===== src/rtl/bus_arbiter_pkg.sv =====
// Shared types and constants for the two-master system bus arbiter.
// Owner state encoding, burst defaults and device-select codes.
package bus_arbiter_pkg;

   typedef enum logic [1:0] {
      StIdle = 2'd0,
      StOwn0 = 2'd1,
      StOwn1 = 2'd2
   } owner_state_e;

   localparam int unsigned MAX_BURST_DEFAULT = 8;
   localparam int unsigned BURST_CNT_W       = 8;

   localparam logic DEV_MEM = 1'b0;
   localparam logic DEV_IO  = 1'b1;

   // Maps a master index to its ownership state.
   function automatic owner_state_e own_state(input logic idx);
      return idx ? StOwn1 : StOwn0;
   endfunction

endpackage


===== src/rtl/bus_master_mux.sv =====
// Request/response steering between the two masters and the system bus.
// Purely combinational; selection comes from the registered owner state.
module bus_master_mux
   import bus_arbiter_pkg::*;
(
   input  logic [1:0]  owner_state,

   input  logic        m0_req,
   input  logic [31:0] m0_addr,
   input  logic [2:0]  m0_read_type,
   input  logic        m0_device_id,
   input  logic [31:0] m0_wdata,
   input  logic        m0_we,
   output logic        m0_gnt,
   output logic [31:0] m0_rdata,

   input  logic        m1_req,
   input  logic [31:0] m1_addr,
   input  logic [2:0]  m1_read_type,
   input  logic        m1_device_id,
   input  logic [31:0] m1_wdata,
   input  logic        m1_we,
   output logic        m1_gnt,
   output logic [31:0] m1_rdata,

   output logic [31:0] bus_addr,
   output logic [2:0]  bus_read_type,
   output logic        bus_device_id,
   output logic [31:0] bus_wdata,
   output logic        bus_we,
   input  logic [31:0] bus_rdata
);

   owner_state_e sel;
   assign sel = owner_state_e'(owner_state);

   always_comb begin
      m0_gnt        = 1'b0;
      m1_gnt        = 1'b0;
      m0_rdata      = '0;
      m1_rdata      = '0;
      bus_addr      = '0;
      bus_read_type = '0;
      bus_device_id = DEV_MEM;
      bus_wdata     = '0;
      bus_we        = 1'b0;
      unique case (sel)
         StOwn0: begin
            m0_gnt        = 1'b1;
            m0_rdata      = bus_rdata;
            bus_addr      = m0_addr;
            bus_read_type = m0_read_type;
            bus_device_id = m0_device_id;
            bus_wdata     = m0_wdata;
            // A write needs request and grant together, never the grant alone.
            bus_we        = m0_we & m0_req & m0_gnt;
         end
         StOwn1: begin
            m1_gnt        = 1'b1;
            m1_rdata      = bus_rdata;
            bus_addr      = m1_addr;
            bus_read_type = m1_read_type;
            bus_device_id = m1_device_id;
            bus_wdata     = m1_wdata;
            bus_we        = m1_we & m1_req & m1_gnt;
         end
         default: begin
         end
      endcase
   end

endmodule


===== src/rtl/bus_arbiter.sv =====
// Two-master round-robin bus arbiter with bounded burst tenure.
// Owner FSM and burst counter live here; steering lives in bus_master_mux.
module bus_arbiter
   import bus_arbiter_pkg::*;
#(
   parameter int unsigned MAX_BURST = MAX_BURST_DEFAULT
) (
   input  logic        clk,
   input  logic        rst_n,

   input  logic        m0_req,
   input  logic [31:0] m0_addr,
   input  logic [2:0]  m0_read_type,
   input  logic        m0_device_id,
   input  logic [31:0] m0_wdata,
   input  logic        m0_we,
   output logic        m0_gnt,
   output logic [31:0] m0_rdata,

   input  logic        m1_req,
   input  logic [31:0] m1_addr,
   input  logic [2:0]  m1_read_type,
   input  logic        m1_device_id,
   input  logic [31:0] m1_wdata,
   input  logic        m1_we,
   output logic        m1_gnt,
   output logic [31:0] m1_rdata,

   output logic [31:0] bus_addr,
   output logic [2:0]  bus_read_type,
   output logic        bus_device_id,
   output logic [31:0] bus_wdata,
   output logic        bus_we,
   input  logic [31:0] bus_rdata
);

   localparam logic [BURST_CNT_W-1:0] BurstLast = BURST_CNT_W'(MAX_BURST - 1);

   owner_state_e           state_q, state_d;
   logic                   last_owner_q, last_owner_d;
   logic [BURST_CNT_W-1:0] burst_cnt_q, burst_cnt_d;
   logic                   owner_req;
   logic                   burst_full;

   assign burst_full = (burst_cnt_q == BurstLast);
   assign owner_req  = ((state_q == StOwn0) && m0_req) || ((state_q == StOwn1) && m1_req);

   always_comb begin
      state_d = state_q;
      unique case (state_q)
         StIdle: begin
            if (m0_req && m1_req) begin
               state_d = own_state(~last_owner_q);
            end else if (m0_req) begin
               state_d = StOwn0;
            end else if (m1_req) begin
               state_d = StOwn1;
            end
         end
         StOwn0: begin
            if (m0_req) begin
               if (m1_req && burst_full) state_d = StOwn1;
            end else begin
               state_d = m1_req ? StOwn1 : StIdle;
            end
         end
         StOwn1: begin
            if (m1_req) begin
               if (m0_req && burst_full) state_d = StOwn0;
            end else begin
               state_d = m0_req ? StOwn0 : StIdle;
            end
         end
         default: state_d = StIdle;
      endcase
   end

   // Counter restarts on any ownership change, including a drop to idle.
   always_comb begin
      burst_cnt_d = burst_cnt_q;
      if (state_d != state_q) begin
         burst_cnt_d = '0;
      end else if (owner_req && !burst_full) begin
         burst_cnt_d = burst_cnt_q + 1'b1;
      end
   end

   always_comb begin
      last_owner_d = last_owner_q;
      if (state_d == StOwn0) begin
         last_owner_d = 1'b0;
      end else if (state_d == StOwn1) begin
         last_owner_d = 1'b1;
      end
   end

   // last_owner resets to 1 so the CPU wins the first tie.
   always_ff @(posedge clk or negedge rst_n) begin
      if (!rst_n) begin
         state_q      <= StIdle;
         last_owner_q <= 1'b1;
         burst_cnt_q  <= '0;
      end else begin
         state_q      <= state_d;
         last_owner_q <= last_owner_d;
         burst_cnt_q  <= burst_cnt_d;
      end
   end

   bus_master_mux u_mux (
      .owner_state   (state_q),
      .m0_req        (m0_req),
      .m0_addr       (m0_addr),
      .m0_read_type  (m0_read_type),
      .m0_device_id  (m0_device_id),
      .m0_wdata      (m0_wdata),
      .m0_we         (m0_we),
      .m0_gnt        (m0_gnt),
      .m0_rdata      (m0_rdata),
      .m1_req        (m1_req),
      .m1_addr       (m1_addr),
      .m1_read_type  (m1_read_type),
      .m1_device_id  (m1_device_id),
      .m1_wdata      (m1_wdata),
      .m1_we         (m1_we),
      .m1_gnt        (m1_gnt),
      .m1_rdata      (m1_rdata),
      .bus_addr      (bus_addr),
      .bus_read_type (bus_read_type),
      .bus_device_id (bus_device_id),
      .bus_wdata     (bus_wdata),
      .bus_we        (bus_we),
      .bus_rdata     (bus_rdata)
   );

endmodule


===== config.mk =====
export PLATFORM = sky130hd
export DESIGN_NAME = bus_arbiter
export DESIGN_NICKNAME = d
export VERILOG_FILES = /design/src/rtl/bus_arbiter_pkg.sv /design/src/rtl/bus_master_mux.sv /design/src/rtl/bus_arbiter.sv
export SDC_FILE = /design/constraint.sdc
export NUM_CORES = 1
export LEC_CHECK = 0
export BUFFER_PORTS_ARGS = -buffer_cell sky130_fd_sc_hd__buf_4
export CORE_AREA = 2 2 120 122
export DETAILED_ROUTE_END_ITERATION = 10
export DIE_AREA = 0 0 122 124
export GPL_TIMING_DRIVEN = 0
export PLACE_DENSITY = 0.54
export RECOVER_POWER = 25
export SYNTH_ARGS = -nofsm -noshare
export SYNTH_HDL_FRONTEND = slang
export SYNTH_HIERARCHICAL = 1
export SYNTH_SLANG_ARGS = --single-unit

===== constraint.sdc =====
create_clock -name clk -period 6.4 [get_ports clk]
set_clock_uncertainty 0.15 [all_clocks]
set_input_delay 0.32 -clock clk [delete_from_list [all_inputs] [get_ports clk]]
set_output_delay 0.32 -clock clk [all_outputs]
set_load 0.03 [all_outputs]

=== Word-level counts from Yosys, hierarchy flattened ===
Index checks and enable logic that the tools add are counted.

* Equal/unequal tests: 6
* Reductions and logical operators: 11
* Bitwise logic cells: 2
* Add/subtract/negate cells: 1
* Mux-type cells: 24

{| class="wikitable"
|+ Operators with widths
! cell !! count
|-
| one-hot mux 32 bit (2 select lines) || 2
|-
| 2-to-1 mux 32 bit || 2
|-
| 2-to-1 mux 2 bit || 9
|-
| 2-to-1 mux 8 bit || 2
|-
| adder 8 x 1 -> 8 bit, second input constant || 1
|-
| equality test 8 x 3 -> 1 bit, second input constant || 1
|-
| logical AND 1 bit || 6
|-
| one-hot mux 2 bit (3 select lines) || 1
|-
| one-hot mux 3 bit (2 select lines) || 1
|-
| 2-to-1 mux 1 bit || 5
|-
| equality test 2 x 1 -> 1 bit, second input constant || 2
|-
| equality test 2 bit, second input constant || 2
|-
| one-hot mux 1 bit (2 select lines) || 2
|-
| nonzero test 2 bit || 2
|-
| AND 1 bit || 2
|-
| zero test 2 bit || 1
|-
| != test 2 bit || 1
|-
| zero test 1 bit || 1
|-
| logical OR 1 bit || 1
|}

* Logic and storage cells: 47
* Register bits after elaboration: 11

=== Longest topological paths before layout ===
* Depth in word-level cells: 8
* Gate-level depth with buffers: 7
* Depth with buffers taken out: 7

=== By module ===
Netlist, hierarchy kept.

{| class="wikitable"
|+ By module, submodules not included
! module !! times used !! area each (um^2) !! cells each !! seq. area each (um^2)
|-
| bus_master_mux || 1 || 1,380.1 || 238 || 0.0
|-
| bus_arbiter || 1 || 649.4 || 68 || 276.5
|}

=== Worst setup path after synthesis ===
OpenSTA, ideal clock, no wires.

* Kind: register -> register
* From: register burst_cnt_q[4]
* To: register last_owner_q
* Stages on the path, launching flop included: 7
* Arrival time: 2.216 ns
* Required time: 6.175 ns
* Library setup time: 0.075 ns
* Slack: 3.959 ns
* Path through: dfrtp_1 or4_1 or3_4 or3_1 a31oi_1 ha_1 mux2i_1

* Word-level cells in the longest chain between the ends: 7

{| class="wikitable"
|+ Ends and longest elaborated chain
! element !! line !! text
|-
| from (decl) || bus_arbiter.sv:41 || <nowiki>logic [BURST_CNT_W-1:0] burst_cnt_q, burst_cnt_d;</nowiki>
|-
| from (signal assigned) || bus_arbiter.sv:106 || <nowiki>burst_cnt_q <= burst_cnt_d;</nowiki>
|-
| equality test 8 x 3 -> 1 bit * || bus_arbiter.sv:45 || <nowiki>assign burst_full = (burst_cnt_q == BurstLast);</nowiki>
|-
| logical AND 1 bit (on tied branches) || bus_arbiter.sv:69, bus_arbiter.sv:62 ||
|-
| 2-to-1 mux 2 bit (on tied branches) || bus_arbiter.sv:69, bus_arbiter.sv:62 ||
|-
| 2-to-1 mux 2 bit (on tied branches) || bus_arbiter.sv:68, bus_arbiter.sv:61 ||
|-
| one-hot mux 2 bit (3 select lines) * || bus_arbiter.sv:50 || <nowiki>unique case (state_q)</nowiki>
|-
| named net state_d[0] || bus_arbiter.sv:39 || <nowiki>owner_state_e state_q, state_d;</nowiki>
|-
| equality test 2 x 1 -> 1 bit / equality test 2 bit (equally long branches) || bus_arbiter.sv:90, bus_arbiter.sv:92 ||
|-
| 2-to-1 mux 1 bit / nonzero test 2 bit (equally long branches) || - ||
|-
| to (signal assigned) || bus_arbiter.sv:105 || <nowiki>last_owner_q <= last_owner_d;</nowiki>
|-
| to (decl) || bus_arbiter.sv:40 || <nowiki>logic last_owner_q, last_owner_d;</nowiki>
|}

Mark *: on every way through the listed nets, which the timed path passes. The rest lies on a longest branch.
A chain may end at the register's enable or synchronous reset.

=== Final worst setup path ===
* From: register state_q[0]
* To: output bus_addr[20]

* Word-level cells in the longest chain between the ends: 2

{| class="wikitable"
|+ Ends and longest elaborated chain
! element !! line !! text
|-
| from (decl) || bus_arbiter.sv:39 ||
|-
| from (signal assigned) || bus_arbiter.sv:100 || <nowiki>state_q <= StIdle;</nowiki>
|-
| from (signal assigned) || bus_arbiter.sv:104 || <nowiki>state_q <= state_d;</nowiki>
|-
| equality test 2 bit / equality test 2 x 1 -> 1 bit (equally long branches) || bus_master_mux.sv:47 || <nowiki>unique case (sel)</nowiki>
|-
| one-hot mux 32 bit (2 select lines) * || bus_master_mux.sv:47 ||
|-
| to (decl) || bus_arbiter.sv:29 || <nowiki>output logic [31:0] bus_addr,</nowiki>
|}

Every way passes the cells marked *; elsewhere a longest branch is shown, timed or not.

==> metrics.log <==
INFO  metric synth_top_area_cell = sky130_fd_sc_hd__a22oi_1
INFO  metric clkSlewWorstSetupHoldPaths = 0.04 ns
INFO  metric number_of_endpoints_failing_setup_at_the_final_stage = 0
INFO  metric die-area = 15,100 um^2
INFO  metric ys_ff_latch = 11
INFO  metric worst_setup_path_start_kind = flop
INFO  metric die_width = 122 um
INFO  metric hold_viol_final = 0
INFO  metric outcome = completed
INFO  metric tritoncts = built
INFO  metric min_period = 2.78 ns
INFO  metric maximum_resistive_drop_on_vdd = 219 uV
INFO  metric rsz0062_at_grt = false
INFO  metric synth_sequential_area_ratio = 13.6%
INFO  metric timing.final.ws_setup = 3.62 ns
INFO  metric timing.setup.tns = 0 ns
INFO  metric maximum_number_of_pins_on_one_net_before_global_route_repair = 12
INFO  metric worstMarginPinSlew = 0.596 ns
INFO  metric p_leak = 2.39 nW
INFO  metric route.detailed.vias_per_inst = 4.27
INFO  metric clk_path_buf_depth = 2
INFO  metric gr-usage-all-layers = 16.0%
INFO  metric detailroute.wirelength.met2 = 6580 um
INFO  metric max_cap_viol_count = 0
INFO  metric globalplace.congestion = 0.901
INFO  metric grt_pass1_vias = 3,230
INFO  metric layout_nets = 800
INFO  metric core_region_area = 13,700 um^2
INFO  metric global_route_wire_length_before_repair = 18,900 um
INFO  metric met3RoutedLength = 1250 um
INFO  metric filler_cell_count = 1,491
INFO  metric min-delay-path-class = in -> reg
INFO  metric dr.max_layer_used = met5
INFO  metric post-synth-top-count-cell = sky130_fd_sc_hd__nor2_1
INFO  metric routed_antenna_nets = 0
INFO  metric drt_first_pass_iters = 6
INFO  metric worstSetupEndpointType = primary output
INFO  metric post_placement_cell_area = 4570 um^2
INFO  metric required = 5.93 ns
INFO  metric rows = 43
INFO  metric pin_count = 309
INFO  metric timing.final.crit_share = 43.4%
INFO  metric place.port_buffers = 308
INFO  metric clock_latency = 0.24 ns
INFO  metric power.density = 201 nW/um^2
INFO  metric synth_top_cell_area_share = 25.5%
INFO  metric synthFlopType = sky130_fd_sc_hd__dfrtp_1
INFO  metric via_count = 3,427
INFO  metric syn_avg_cell_area = 6.63 um^2
INFO  metric clock_sinks = 11
INFO  metric starting_drt_drc_count = 126
INFO  metric final_instance_area = 4630 um^2
INFO  metric place.detailed.hpwl = 11,600 um
INFO  metric global_route.overflow_total = 0
INFO  metric postCtsSetupRepairBufs = 0
INFO  metric slew_violations = 0
INFO  metric synth.area.top_cells = sky130_fd_sc_hd__a22oi_1 26%, sky130_fd_sc_hd__and2_1 20%, sky130_fd_sc_hd__nor2_1 14%, sky130_fd_sc_hd__dfrtp_1 12%, sky130_fd_sc_hd__ha_1 3.7%
INFO  metric max_fanout_on_critical_path = 11
INFO  metric cts_root_buffer = sky130_fd_sc_hd__clkbuf_16
INFO  metric route.layer.met1.wl = 5430 um
INFO  metric cts_made_buffers = 3
INFO  metric synth_edf_count = 0
INFO  metric postSynthNetCount = 486
INFO  metric die_height = 124 um
INFO  metric report.power.total = 0.930 mW
INFO  metric synthDistinctLibCells = 36
INFO  metric fmax = 360 MHz
INFO  metric syn_area = 2030 um^2
INFO  metric post_synth_most_frequent_cells = 76 x sky130_fd_sc_hd__nor2_1, 69 x sky130_fd_sc_hd__a22oi_1, 65 x sky130_fd_sc_hd__and2_1
INFO  metric post-route-drc-count = 0
INFO  metric place_worst_setup_slack = 3.80 ns
INFO  metric antenna_found_initial = 4
INFO  metric routed_wire_length_per_instance = 16.7 um
INFO  metric layout-drive-gt1-share = 52.2%
INFO  metric route.final.wire_length = 13,400 um
INFO  metric h-tree-depth = 1
INFO  metric synthArstFlopShare = 100%
INFO  metric post_synth_inst_count = 306
INFO  metric yosysWarningCount = 6
INFO  metric syn_to_final_growth = 128%
INFO  metric slew_headroom = 60.3%
INFO  metric arrival = 2.31 ns
INFO  metric start_util = 14.8%
INFO  metric criticalPathCategory = reg -> out
-- per-layer routing --
metal  GRT usage, %  up-vias
met5              0        -
met4           1.80        2
met3           4.90        8
met2           27.8      134
met1           20.0     1574
li1               -     1709
-- report_power, final --
part           internal, mW  total, mW  leakage (nW)  switching (mW)
clock                0.0835      0.113        0.0382          0.0299
combinational         0.282      0.729          2.21           0.447
sequential           0.0789     0.0879         0.146         0.00902
-- logic make-up (layout without fill, tap and decap cells) --
| logic type | after synthesis | count (layout) | synth area share [%] |
|---|---|---|---|
| AND/OR/NAND/NOR | 163 | 163 | 40.3 |
| flip-flops | 11 | 11 | 13.6 |
| buffers and inverters | 35 | 348 | 8.08 |
| AO/OA/AOI/OAI | 84 | 84 | 31.1 |
| adder cells (fa/ha/maj) | 6 | 6 | 3.70 |
| other | 0 | 3 | 0 |
| XOR/XNOR | 5 | 5 | 2.16 |
| multiplexers | 2 | 2 | 1.05 |
-- layout by cell type, fill, tap and decap left out, types with 2 or more instances in the layout --
master and n:
sky130_fd_sc_hd__dfrtp_1 10, sky130_fd_sc_hd__ha_1 6, sky130_fd_sc_hd__nand3b_1 2, sky130_fd_sc_hd__buf_2 12, sky130_fd_sc_hd__a31oi_1 2, sky130_fd_sc_hd__a211oi_1 2
sky130_fd_sc_hd__buf_4 304, sky130_fd_sc_hd__inv_1 5, sky130_fd_sc_hd__a22oi_1 69, sky130_fd_sc_hd__or3_1 3, sky130_fd_sc_hd__clkbuf_1 23, sky130_fd_sc_hd__clkbuf_16 3
sky130_fd_sc_hd__and2_0 9, sky130_fd_sc_hd__a21oi_1 2, sky130_fd_sc_hd__xnor2_1 4, sky130_fd_sc_hd__and2_1 56, sky130_fd_sc_hd__a2111oi_0 2, sky130_fd_sc_hd__nand2_1 7
sky130_fd_sc_hd__nand3_1 4, sky130_fd_sc_hd__diode_2 3, sky130_fd_sc_hd__nor2_1 76
-- critical path, stage by stage, from the launching register on --
cell,delay (ns)
sky130_fd_sc_hd__dfrtp_1,0.53
sky130_fd_sc_hd__ha_1,0.20
sky130_fd_sc_hd__clkbuf_1,0.45
sky130_fd_sc_hd__clkbuf_1,0.40
sky130_fd_sc_hd__a22oi_1,0.12
sky130_fd_sc_hd__nor2_1,0.16
sky130_fd_sc_hd__buf_4,0.19
-- worst paths after layout --
check	to	depth (start not counted)	slack, ns	from
setup reg to reg	last_owner_q	6	3.76	burst_cnt_q[4]
max in group asynchronous	burst_cnt_q[6]	2	5.26	rst_n
hold reg to reg	last_owner_q	2	0.34	last_owner_q
hold / removal	state_q[0]	2	0.21	m1_req
min in group asynchronous	burst_cnt_q[3]	2	0.45	rst_n
setup / recovery	bus_addr[20]	6	3.62	state_q[0]
-- state kept, by name, indices dropped and copies added, names as in the netlist --
register / flops
last_owner_q: 1
burst_cnt_q: 8
state_q: 2
-- area by class of cell --
type                            count  area [um^2]  area share (%)
Tap cell                          180          225            4.87
Buffer                             30          143            3.08
Sequential cell                    11          277            5.98
Multi-Input combinational cell    260         1580            34.2
Inverter                            5         18.8           0.406
Antenna cell                        3         7.51           0.162
Timing Repair Buffer              309         2290            49.6
Clock buffer                        4         78.8            1.70
-- timing repair --
action	in CTS	in global routing
hold buffers	1	0
gates resized for setup	0	0
hold endpoints to repair	11	0
-- per-stage QoR --
step / std cells / util [%] / hold WS (ns)
2_1_floorplan: 306 / - / -0.126
3_3_place_gp: 794 / 33.3 / 0.0119
3_5_place_dp: 794 / 33.3 / 0.0146
4_1_cts: 799 / 33.9 / 0.198
5_1_grt: 799 / 33.7 / 0.217
6_report: 802 / 33.7 / 0.208
(Power assumes the default switching activity.)
